`src/rtl/xres_cond_pkg.sv`:
```
// rtl/xres_cond_pkg.sv - shared types, widths and channel-scan helper for the XRES conditioner
package xres_cond_pkg;

  typedef enum logic [1:0] {
    ST_ASSERT  = 2'd0,
    ST_STRETCH = 2'd1,
    ST_RELEASE = 2'd2,
    ST_RUN     = 2'd3
  } xres_state_t;

  localparam int EVT_W  = 8;
  localparam int MAX_CH = 16;
  localparam int IDX_W  = $clog2(MAX_CH);
  // One extra code so "no channel left" (== MAX_CH) is representable.
  localparam int SCAN_W = $clog2(MAX_CH + 1);

  // Lowest set bit of mask at or above index from; MAX_CH when none remains.
  function automatic logic [SCAN_W-1:0] next_set(input logic [MAX_CH-1:0] mask,
                                                 input logic [SCAN_W-1:0] from);
    logic [SCAN_W-1:0] r;
    r = SCAN_W'(MAX_CH);
    for (int i = MAX_CH - 1; i >= 0; i--) begin
      if (mask[i] && (SCAN_W'(i) >= from)) r = SCAN_W'(i);
    end
    return r;
  endfunction

endpackage

```
`src/rtl/xres_glitch_filter.sv`:
```
// rtl/xres_glitch_filter.sv - pad reset synchroniser with bypassable mismatch-count glitch filter
module xres_glitch_filter #(
  parameter int FILT_CYC = 4
) (
  input  logic clock,
  input  logic resetb,
  input  logic xres_n,
  input  logic filt_en,
  output logic filt
);

  localparam int FC_W = $clog2(FILT_CYC + 1);

  logic            s1_q, s1_d;
  logic            xs_q, xs_d;
  logic            filt_q, filt_d;
  logic [FC_W-1:0] mcnt_q, mcnt_d;

  // Two-flop synchroniser and filter state registers; everything powers up in reset.
  always_ff @(posedge clock or negedge resetb) begin
    if (!resetb) begin
      s1_q   <= 1'b0;
      xs_q   <= 1'b0;
      filt_q <= 1'b0;
      mcnt_q <= '0;
    end else begin
      s1_q   <= s1_d;
      xs_q   <= xs_d;
      filt_q <= filt_d;
      mcnt_q <= mcnt_d;
    end
  end

  // Filtered level follows xs only after FILT_CYC consecutive disagreeing cycles.
  always_comb begin
    s1_d   = xres_n;
    xs_d   = s1_q;
    filt_d = filt_q;
    mcnt_d = '0;
    if (!filt_en) begin
      // Track xs while bypassed so re-enabling the filter starts from agreement.
      filt_d = xs_q;
    end else if (xs_q != filt_q) begin
      if (mcnt_q == FC_W'(FILT_CYC - 1)) filt_d = xs_q;
      else                               mcnt_d = mcnt_q + FC_W'(1);
    end
  end

  // Bypass presents the synchroniser output directly.
  always_comb begin
    filt = filt_en ? filt_q : xs_q;
  end

endmodule

```
`src/rtl/xres_conditioner.sv`:
```
// rtl/xres_conditioner.sv - stretches the filtered pad reset and releases channels in index order
module xres_conditioner
  import xres_cond_pkg::*;
#(
  parameter int NCH         = 4,
  parameter int FILT_CYC    = 4,
  parameter int STRETCH_CYC = 16,
  parameter int RELEASE_GAP = 2
) (
  input  logic             clock,
  input  logic             resetb,
  input  logic             xres_n,
  input  logic             filt_en,
  input  logic             soft_req,
  input  logic [NCH-1:0]   ch_mask,
  output logic [NCH-1:0]   rst_n,
  output logic             in_reset,
  output logic [EVT_W-1:0] evt_cnt
);

  localparam int CMAX  = (STRETCH_CYC > RELEASE_GAP) ? STRETCH_CYC : RELEASE_GAP;
  localparam int CNT_W = $clog2(CMAX + 1);
  localparam logic [SCAN_W-1:0] NONE = SCAN_W'(MAX_CH);

  xres_state_t       state_q, state_d;
  logic [CNT_W-1:0]  cnt_q, cnt_d;
  logic [SCAN_W-1:0] idx_q, idx_d;
  logic [NCH-1:0]    mask_q, mask_d;
  logic [NCH-1:0]    rst_q, rst_d;
  logic [EVT_W-1:0]  evt_q, evt_d;

  logic              filt;
  logic              abort;
  logic              stretch_done, gap_done;
  logic [SCAN_W-1:0] first_ch, next_ch, sel_ch;
  logic [NCH-1:0]    sel_onehot;

  xres_glitch_filter #(.FILT_CYC(FILT_CYC)) u_filter (
    .clock   (clock),
    .resetb  (resetb),
    .xres_n  (xres_n),
    .filt_en (filt_en),
    .filt    (filt)
  );

  // Any loss of the filtered pad level or a software request restarts the whole sequence.
  assign abort        = (state_q != ST_ASSERT) && (!filt || soft_req);
  assign stretch_done = (cnt_q == CNT_W'(STRETCH_CYC - 1));
  assign gap_done     = (cnt_q == CNT_W'(RELEASE_GAP - 1));
  assign first_ch     = next_set(MAX_CH'(ch_mask), '0);
  assign next_ch      = next_set(MAX_CH'(mask_q), idx_q + SCAN_W'(1));

  // State register.
  always_ff @(posedge clock or negedge resetb) begin
    if (!resetb) state_q <= ST_ASSERT;
    else         state_q <= state_d;
  end

  // Next-state logic; masked channels are skipped without spending cycles.
  always_comb begin
    state_d = state_q;
    if (abort) begin
      state_d = ST_ASSERT;
    end else begin
      unique case (state_q)
        ST_ASSERT:  if (filt) state_d = ST_STRETCH;
        ST_STRETCH: if (stretch_done) state_d = (first_ch == NONE) ? ST_RUN : ST_RELEASE;
        ST_RELEASE: if (gap_done && (next_ch == NONE)) state_d = ST_RUN;
        ST_RUN:     state_d = ST_RUN;
        default:    state_d = ST_ASSERT;
      endcase
    end
  end

  // Datapath registers: shared stretch/gap counter, channel index, latched mask, resets, events.
  always_ff @(posedge clock or negedge resetb) begin
    if (!resetb) begin
      cnt_q  <= '0;
      idx_q  <= '0;
      mask_q <= '0;
      rst_q  <= '0;
      evt_q  <= '0;
    end else begin
      cnt_q  <= cnt_d;
      idx_q  <= idx_d;
      mask_q <= mask_d;
      rst_q  <= rst_d;
      evt_q  <= evt_d;
    end
  end

  // One-hot of the channel being released this cycle.
  always_comb begin
    sel_ch     = (state_q == ST_STRETCH) ? first_ch : next_ch;
    sel_onehot = '0;
    for (int i = 0; i < NCH; i++) sel_onehot[i] = (sel_ch == SCAN_W'(i));
  end

  // Datapath next values.
  always_comb begin
    cnt_d  = cnt_q;
    idx_d  = idx_q;
    mask_d = mask_q;
    rst_d  = rst_q;
    evt_d  = evt_q;
    if (abort) begin
      cnt_d = '0;
      idx_d = '0;
      rst_d = '0;
      evt_d = (evt_q == '1) ? evt_q : evt_q + EVT_W'(1);
    end else begin
      unique case (state_q)
        ST_ASSERT: begin
          cnt_d = '0;
          rst_d = '0;
        end
        ST_STRETCH: begin
          if (stretch_done) begin
            cnt_d  = '0;
            mask_d = ch_mask;
            idx_d  = first_ch;
            rst_d  = sel_onehot;
          end else begin
            cnt_d = cnt_q + CNT_W'(1);
          end
        end
        ST_RELEASE: begin
          if (gap_done) begin
            cnt_d = '0;
            if (next_ch != NONE) begin
              idx_d = next_ch;
              rst_d = rst_q | sel_onehot;
            end
          end else begin
            cnt_d = cnt_q + CNT_W'(1);
          end
        end
        default: ;
      endcase
    end
  end

  // Outputs.
  always_comb begin
    rst_n    = rst_q;
    in_reset = (state_q != ST_RUN);
    evt_cnt  = evt_q;
  end

endmodule

```
`config.mk`:
```
export PLATFORM = sky130hd
export DESIGN_NAME = xres_conditioner
export DESIGN_NICKNAME = d
export VERILOG_FILES = /design/src/rtl/xres_cond_pkg.sv /design/src/rtl/xres_glitch_filter.sv /design/src/rtl/xres_conditioner.sv
export SDC_FILE = /design/constraint.sdc
export NUM_CORES = 1
export LEC_CHECK = 0
export BUFFER_PORTS_ARGS = -buffer_cell sky130_fd_sc_hd__clkbuf_2
export CAP_MARGIN = 5
export CORE_ASPECT_RATIO = 1.4
export CORE_UTILIZATION = 52
export CTS_CLUSTER_DIAMETER = 50
export DETAILED_ROUTE_END_ITERATION = 7
export PLACE_DENSITY = 0.73
export SLEW_MARGIN = 0
export SYNTH_ARGS = -nofsm -noshare
export SYNTH_HDL_FRONTEND = slang
export SYNTH_SLANG_ARGS = --single-unit
```
`constraint.sdc`:
```
create_clock -name clock -period 1.8 [get_ports clock]
set_input_delay 0.18 -clock clock [delete_from_list [all_inputs] [get_ports clock]]
set_output_delay 0.18 -clock clock [all_outputs]
set_load 0.02 [all_outputs]
```
# Word level (Yosys, flattened, before mapping)
# Cells that the tools add are included.
dict set report word_totals {
  ff_bits 34
  output_inout_bits 13
  word_cells 98
}
dict set report op_classes {
  addsub 4
  order_cmp 4
  n_eq_ne 22
  mux 36
  bitwise 3
  reduce_logical 19
}
# cell n
set ops {}
lappend ops {{5-bit two-way mux} 16}
lappend ops {{4-bit two-way mux} 4}
lappend ops {{3-bit != test (second input constant)} 5}
lappend ops {{5-bit case mux with 3 select lines} 1}
lappend ops {{4-bit case mux with 3 select lines} 1}
lappend ops {{5-bit by 1-bit adder with 5-bit output (second input constant)} 2}
lappend ops {{5-bit by 1-bit == test with 1-bit output (second input constant)} 2}
lappend ops {{5-bit by 2-bit == test with 1-bit output (second input constant)} 2}
lappend ops {{5-bit == test (second input constant)} 2}
lappend ops {{1-bit by 5-bit >= comparator with 1-bit output (first input constant)} 2}
lappend ops {{2-bit by 5-bit >= comparator with 1-bit output (first input constant)} 2}
lappend ops {{5-bit case mux with 2 select lines} 1}
lappend ops {{3-bit two-way mux} 3}
lappend ops {{8-bit by 1-bit adder with 8-bit output (second input constant)} 1}
lappend ops {{8-bit == test (second input constant)} 1}
lappend ops {{2-bit two-way mux} 4}
lappend ops {{2-bit case mux with 4 select lines} 1}
lappend ops {{4-bit AND reduction} 2}
lappend ops {{1-bit logical AND} 6}
lappend ops {{3-bit AND reduction} 2}
lappend ops {{5-bit by 4-bit == test with 1-bit output (second input constant)} 1}
lappend ops {{5-bit logical NOT} 1}
lappend ops {{1-bit two-way mux} 5}
lappend ops {{5-bit != test (second input constant)} 1}
lappend ops {{16 further kinds} 20}

# Depth between registers and ports, before layout
# Gate-level depths: netlist (run 1).
dict set report depth {
  word_depth 14
  depth_mapped 9
  depth_no_buf 9
}

# Modules after synthesis
# A second synthesis (run 1) with hierarchy kept.
dict set report unflattened {
  hier_cells 177
  hier_area_um2 1829.3
}
# mod n_inst cells_per_inst area_per_inst_um2 seq_area_each_um2
set by_module_without_submodules {}
lappend by_module_without_submodules {xres_conditioner 1 161 1579.0 650.6}
lappend by_module_without_submodules {xres_glitch_filter 1 16 250.2 150.1}

# Worst setup path before layout (run 1)
# OpenSTA, ideal clock, no wires.
dict set report synth_timing {
  path_type {flip-flop to flip-flop}
  from {reg idx_q[0]}
  to {reg state_q[0]}
  t_arrival_ps 1839
  path_slack_ps -133
  stages_incl_launch_ff 8
  period_less_slack_ps 1933
  cell_sequence {dfrtp_1 -> inv_1 -> ha_1 -> a211oi_1 -> o31a_1 -> nand3_1 -> a211o_1 -> a221oi_2}
}
dict set report synth_via {
  elab_chain_len 11
}
# element line_no
set synth_rtl {}
lappend synth_rtl {{start, declared} xres_conditioner.sv:27} ;# logic [SCAN_W-1:0] idx_q, idx_d;
lappend synth_rtl {{start signal, assigned} xres_conditioner.sv:85} ;# idx_q <= idx_d;
lappend synth_rtl {{5-bit by 1-bit adder with 5-bit output (*)} xres_conditioner.sv:51} ;# assign next_ch = next_set(MAX_CH'(mask_q), idx_q + SCAN_W'(1));
lappend synth_rtl {{2-bit by 5-bit >= comparator with 1-bit output} xres_cond_pkg.sv:23} ;# if (mask[i] && (SCAN_W'(i) >= from)) r = SCAN_W'(i);
lappend synth_rtl {{1-bit logical AND} xres_cond_pkg.sv:23}
lappend synth_rtl {{5-bit two-way mux (3 in series)} xres_cond_pkg.sv:23}
lappend synth_rtl {{5-bit two-way mux (*)} xres_cond_pkg.sv:23}
lappend synth_rtl {{5-bit == test (*)} xres_conditioner.sv:68} ;# ST_RELEASE: if (gap_done && (next_ch == NONE)) state_d = ST_RUN;
lappend synth_rtl {{1-bit logical AND (*)} xres_conditioner.sv:68}
lappend synth_rtl {{3-bit != test (no line) (*)} --}
lappend synth_rtl {{3-bit AND reduction (no line) (*)} --}
lappend synth_rtl {{end signal, assigned} xres_conditioner.sv:56} ;# else state_q <= state_d;
lappend synth_rtl {{end, declared} xres_conditioner.sv:25} ;# xres_state_t state_q, state_d;
# Every way passes the cells marked *; elsewhere a longest branch is shown, timed or not.
# A chain may end at the register's enable or synchronous reset.

# Final worst setup path (run 1)
dict set report layout_timing {
  from {reg idx_q[1]}
  to {reg state_q[0]}
}
# Same word-level chain as after synthesis.

==> results of run 1 <==
## final timing paths
kind	startpoint	to	depth (start not counted)
min in group clock	ch_mask[1]	mask_q[1]	2
worst min register to register	u_filter.s1_q	u_filter.xs_q	0
worst max register to register	idx_q[1]	state_q[0]	7
max in group asynchronous	resetb	cnt_q[0]	1
worst min-delay path	resetb	rst_n[3]	1
worst max-delay path	idx_q[1]	state_q[0]	7
## kinds of logic after synthesis
logic type | synth area share [%]
DFF | 43.24
AOI/OAI and AO/OA | 17.03
muxes | 4.730
buffers and inverters | 3.986
xor gates and xnor gates | 4.256
adders and majority gates | 9.460
and+or+nand+nor | 17.30
## synth_stat cells, types with 2 or more instances
library cell / instances / area [um^2]
nor2b_1: 2 / 12.51
o21ai_0: 9 / 45.04
nand4_1: 2 / 12.51
nand2_1: 14 / 52.55
xnor2_1: 5 / 43.79
nand3_1: 8 / 40.04
a311oi_1: 2 / 17.52
nor3_1: 6 / 30.03
a21oi_1: 3 / 15.01
nand2b_1: 2 / 12.51
a21o_1: 2 / 15.01
and3_1: 4 / 25.02
inv_1: 16 / 60.06
dfrtp_1: 32 / 800.8
xor2_1: 4 / 35.03
a211oi_1: 2 / 15.01
a211o_1: 2 / 17.52
ha_1: 14 / 175.2
a22o_1: 2 / 17.52
mux2_2: 4 / 45.04
nor2_1: 7 / 26.28
nor3b_1: 2 / 15.01
mux2i_1: 2 / 20.02
nor4_1: 2 / 12.51
o22ai_1: 4 / 25.02
## routing by layer
layer  global-route usage, %  wire (um)  vias to the layer above
li1                        -          -                      724
met1                   24.02       1614                      728
met2                   45.01       2257                       49
met3                   6.042        158                       14
met4                   11.11        123                        0
met5                       0          0                        -
## critical path, cell delays in order, from the launching register on
cell	delay (ps)
dfrtp_1	430
inv_2	110
ha_4	210
a211oi_4	210
o31a_1	230
nand3_2	100
a211o_1	310
a221oi_2	210
## metrics by stage
step                      setup TNS, ps  utilization (%)  worst slack [ps]  hold WS [ps]  total power, mW
after floorplan                  -118.9                -            -84.55        -115.6            1.956
after global placement           -220.9            62.48            -48.14         286.6            2.372
after detailed placement          -1184            62.48            -179.1         295.2            2.446
after CTS                        -566.3            68.22            -122.1         1.231            3.231
after global routing              -1327            70.81            -167.8         42.96            3.610
final                            -696.3            70.81            -102.9        -18.86            3.404
## cells in the final DEF, fill, tap and decap left out, types with 2 or more instances in the layout
cell type,netlist,final
nor3_2,0,3
dfrtp_1,32,32
nor2b_1,2,2
nor4_1,2,2
o21ai_0,9,8
a311oi_2,1,2
xnor2_1,5,5
o22ai_2,0,3
ha_1,14,9
inv_1,16,13
xor2_1,4,4
and3_1,4,3
clkbuf_2,1,21
mux2_2,4,4
inv_2,0,3
buf_4,0,17
clkbuf_8,0,6
nand2_1,14,14
nor3_1,6,3
mux2i_1,2,2
nor2_1,7,7
a21oi_1,3,3
buf_6,0,2
ha_2,0,4
nand4_1,2,2
nand3_1,8,6
a211o_1,2,2
clkinv_2,0,2
a22o_1,2,2
## registers in the layout, summed over array words and instances (netlist names)
register         cells
state_q              2
u_filter.filt_q      1
u_filter.s1_q        1
u_filter.xs_q        1
u_filter.mcnt_q      3
mask_q               4
cnt_q                5
rst_n                4
evt_cnt              8
idx_q                3
## timing repair
action,4_1_cts,5_1_grt
hold endpoints to repair,0,1
hold buffers,0,1
setup endpoints to repair,10,14
buffers inserted,4,0
pin swaps,6,14
gates cloned,0,0
resized for setup,14,17
## power by group through the flow
stage | logic, mW | clock network (mW) | registers [mW]
2_1_floorplan | 0.850 | 0 | 1.11
3_3_place_gp | 1.36 | 0 | 1.01
3_5_place_dp | 1.42 | 0 | 1.03
4_1_cts | 1.64 | 0.580 | 1.01
5_1_grt | 1.96 | 0.615 | 1.04
6_report | 1.83 | 0.564 | 1.01
## cell type report
type                       instances  area, um^2
clock buffer                       6       82.58
clock inverter                     2       10.01
fill                             252       985.9
inverter                          16       60.06
multi-input combinational        126        1124
sequential                        32       800.8
tap                               40       50.05
timing repair buffer              41       265.3
==> results_dict.tcl, run 1 <==
set metrics [dict create \
    fin_skew_ps 6.837 \
    routed_wl_um 4153 \
    cts_max_path_buffers 2 \
    dr.pass1.iters 4 \
    fin_hold_ws_ps -18.86 \
    vias 1515 \
    drive_gt1_share_pct 39.91 \
    syn-num-nets 200 \
    gp_congestion 0.8137 \
    min_period_ps 1903 \
    p_comb_share_pct 53.6 \
    power_frac_seq_pct 29.8 \
    reg2reg_slack_ps -100 \
    ant_nets 0 \
    num_io_pins 22 \
    switching_share_pct 40.83 \
    initial_core_util_pct 54.81 \
    ys_warn_count 0 \
    dieArea_um2 3807 \
    maxCapViolCount 0 \
    vias_per_cell 5.760 \
    criticalPathCategory "flip-flop to flip-flop" \
    port-buffer-count 21 \
    htreeDepth 2 \
    rsz0062_at_grt "yes" \
    hold_path_class "input port to async pin" \
    fin_crit_sh_pct 105.7 \
    synthCells 177 \
    powerDensity_nw_per_um2 1423 \
    die_w_um 52.44 \
    p_int_mw 2.014 \
    place_hpwl_um 2903 \
    synth_edf_count 0 \
    p_sw_mw 1.390 \
    power.leakage_nw 1.083 \
    ys_types 50 \
    fmax_mhz 525.5 \
    ys_seq_area_share_pct 43.24 \
    grt_pass1_vias 1520 \
    areaGrowthSynthToFinish_pct 29.19 \
    diodes 0 \
    synthesis.area_um2 1852 \
    postSynthAreaPerCell_um2 10.46 \
    required_ps 1990 \
    antenna_found_initial 0 \
    num_rows 25 \
    nets 245 \
    fin_area_um2 2392 \
    start_kind "flip-flop" \
    power_frac_clock_pct 16.6 \
    clock_sinks 32 \
    grt_pass1_wl_um 6734 \
    clk_pin_slew_ps 70 \
    violations "negative hold slack, negative setup slack" \
    arrival_ps 2090 \
    grt_use_total_pct 24.14 \
    cts_buffers 5 \
    ir_worst_vdd_mv 1.036 \
    ys_ff_latch 32 \
    route.detailed.drc 0 \
    cts_tree "done" \
    setup_viol 9 \
    slew_viol_final 0 \
    clkLatencyLatePin_ps 280 \
    async_flop_share_pct 100.0 \
    overflow 0 \
    synth_flop_cell "dfrtp_1" \
    drtIter0Drc 32 \
    wl_per_cell_um 15.79 \
    worst_pin_slew_ps 809.6 \
    finalHoldViolCount 32 \
    fp.coreArea_um2 3378 \
    worstPathMaxFanout 3 \
    grt_max_degree 33 \
    setup_slack_ps -102.9 \
    die-height_um 72.61 \
    status "complete, but fails checks" \
    place_area_um2 2111 \
    place_inst 250 \
    worstSetupEndpointType "flip-flop" \
    fin_cells 263 \
    relSlewSlack_pct 46.03 \
    clockRootBuffer "clkbuf_8" \
]
No activity file was read; power rests on OpenSTA's default activity.
==> inputs of run 2 (changes only) <==
CORE_UTILIZATION = 55   (was 52)
PLACE_DENSITY = 0.74   (was 0.73)
clock period = 2.1 ns   (was 1.8 ns; I/O delays follow)
==> results_dict.tcl, run 2 (synthesis gave the netlist of run 1 again) <==
set metrics [dict create \
    status "complete, but fails checks" \
    clkLatencyLatePin_ps 290 \
    violations "negative hold slack" \
    final_core_utilization_pct 68.97 \
    power_frac_clock_pct 21.5 \
    cts_max_path_buffers 2 \
    max_stage_delay_ps 420 \
    required_ps 2290 \
    grt_pass1_vias 1439 \
    power_frac_seq_pct 33.0 \
    place_area_um2 2014 \
    fmax_mhz 487.3 \
    largest_register_ffs 8 \
    nets 229 \
    cts_tree "done" \
    ir_worst_vdd_mv 0.9174 \
    vias 1459 \
    worstPathBufferInverterCount 1 \
    slew_viol_final 0 \
    min_period_ps 2052 \
    hold_path_class "input port to async pin" \
    start_kind "flip-flop" \
    antenna_found_initial 0 \
    fin_hold_ws_ps -6.280 \
    crit_chain "inv_2 -> ha_4 -> a211oi_2 -> o31a_1 -> nand3_2 -> a211o_1 -> a221oi_2" \
    fin_area_um2 2175 \
    routed_wl_um 3739 \
    worst_pin_slew_ps 784.4 \
    port-buffer-count 21 \
    drtIter0Drc 27 \
    htreeDepth 2 \
    p_int_mw 1.611 \
    grt_pass1_wl_um 6506 \
    diodes 0 \
    worstPathMaxFanout 4 \
    relSlewSlack_pct 47.71 \
    worstSetupEndpointType "flip-flop" \
    wl_per_cell_um 15.20 \
    setup_viol 0 \
    clockRootBuffer "clkbuf_8" \
    fin_skew_ps 4.044 \
    layout_commonest_cell "dfrtp_1" \
    powerDensity_nw_per_um2 1232 \
    switching_share_pct 39.85 \
    p_comb_share_pct 45.5 \
    cts_buffers 5 \
    finalHoldViolCount 27 \
    drive_gt1_share_pct 26.09 \
    maxCapViolCount 0 \
    areaGrowthSynthToFinish_pct 17.43 \
    dieArea_um2 3606 \
    num_io_pins 22 \
    mostFrequentLayoutCells "dfrtp_1, clkbuf_2, inv_1, nand2_1, ha_1" \
    gp_congestion 0.8832 \
    ant_nets 0 \
    power.leakage_nw 0.9880 \
    rsz0062_at_grt "yes" \
    arrival_ps 2240 \
    overflow 0 \
    fp.coreArea_um2 3153 \
    die_w_um 51.04 \
    die-height_um 70.66 \
    initial_core_util_pct 58.73 \
    cpMaxStageDelayCell "dfrtp_1" \
    place_hpwl_um 2718 \
    p_sw_mw 1.067 \
    critical-path-top-delay-family "compound AO/OA/AOI/OAI gates" \
    clock_sinks 32 \
    vias_per_cell 5.931 \
    route.detailed.drc 0 \
    grt_max_degree 33 \
    criticalPathCategory "flip-flop to flip-flop" \
    dr.pass1.iters 4 \
    grt_use_total_pct 24.76 \
    clk_pin_slew_ps 60 \
    fin_crit_sh_pct 97.71 \
    num_rows 24 \
]
-- run 2: cell count changes in the layout (fill, tap and decap cells not counted), moves of 2 or more --
cell,previous run,this run
ha_1,9,12
o22ai_1,1,4
buf_6,2,0
o22ai_2,3,0
buf_4,17,4
nor3_2,3,0
ha_2,4,1
nor3_1,3,6
-- run 2: worst register-to-register path, cell delays in order (launching register included) --
cell and delay (ps):
dfrtp_1 420, inv_2 90, ha_4 200, a211oi_2 240, o31a_1 300, nand3_2 110, a211o_1 320, a221oi_2 270
-- run 2: stage by stage --
step | hold slack, ps | TNS, ps | instances | total power, mW | setup WS [ps]
after global placement | 309.7 | 0 | 237 | 1.909 | 136.6
after global routing | 18.16 | -41.46 | 246 | 2.865 | -38.11
after detailed placement | 324.4 | 0 | 237 | 1.964 | 30.76
after floorplan | -85.59 | 0 | 177 | 1.659 | 167.3
after CTS | 15.77 | 0 | 245 | 2.562 | 11.35
final | -6.280 | 0 | 246 | 2.678 | 48.01
-- run 2: layer usage --
| metal | track usage [%] | wire [um] | up-vias |
|---|---|---|---|
| met5 | 0 | 0 | - |
| met4 | 14.51 | 133 | 0 |
| met3 | 6.022 | 145 | 11 |
| met2 | 42.69 | 2018 | 40 |
| met1 | 26.72 | 1441 | 708 |
| li1 | - | - | 700 |
-- run 2: power groups by stage --
stage          clock (mW)  sequential (mW)  combinational (mW)
6_report            0.576            0.884                1.22
5_1_grt             0.623            0.904                1.34
2_1_floorplan           0            0.947               0.712
3_5_place_dp            0            0.884                1.08
3_3_place_gp            0            0.871                1.04
4_1_cts             0.595            0.880                1.09
-- run 2: worst paths after layout --
check | startpoint | end | slack (ps) | depth (start not counted)
worst max-delay path | idx_q[1] | state_q[0] | 50 | 7
worst min-delay path | resetb | mask_q[3] | -6 | 1
worst max register to register | idx_q[1] | state_q[0] | 50 | 7
worst min register to register | u_filter.s1_q | u_filter.xs_q | 350 | 0
max in group asynchronous | resetb | evt_cnt[6] | 1610 | 1
min in group clock | xres_n | u_filter.s1_q | 30 | 1
-- run 2: area by class of cell --
type                       count  area, um^2
clock buffer                   6       72.57
sequential                    32       800.8
fill                         243       978.4
clock inverter                 2       35.03
timing repair buffer          25       135.1
tap                           39       48.80
multi-input combinational    126        1022
inverter                      16       60.06
-- run 2: repair_timing --
| item | CTS | global route |
|---|---|---|
| endpoints found under the setup margin | 0 | 8 |
| gates resized for setup | 0 | 9 |
| hold buffers | 0 | 0 |
| buffers inserted | 0 | 1 |
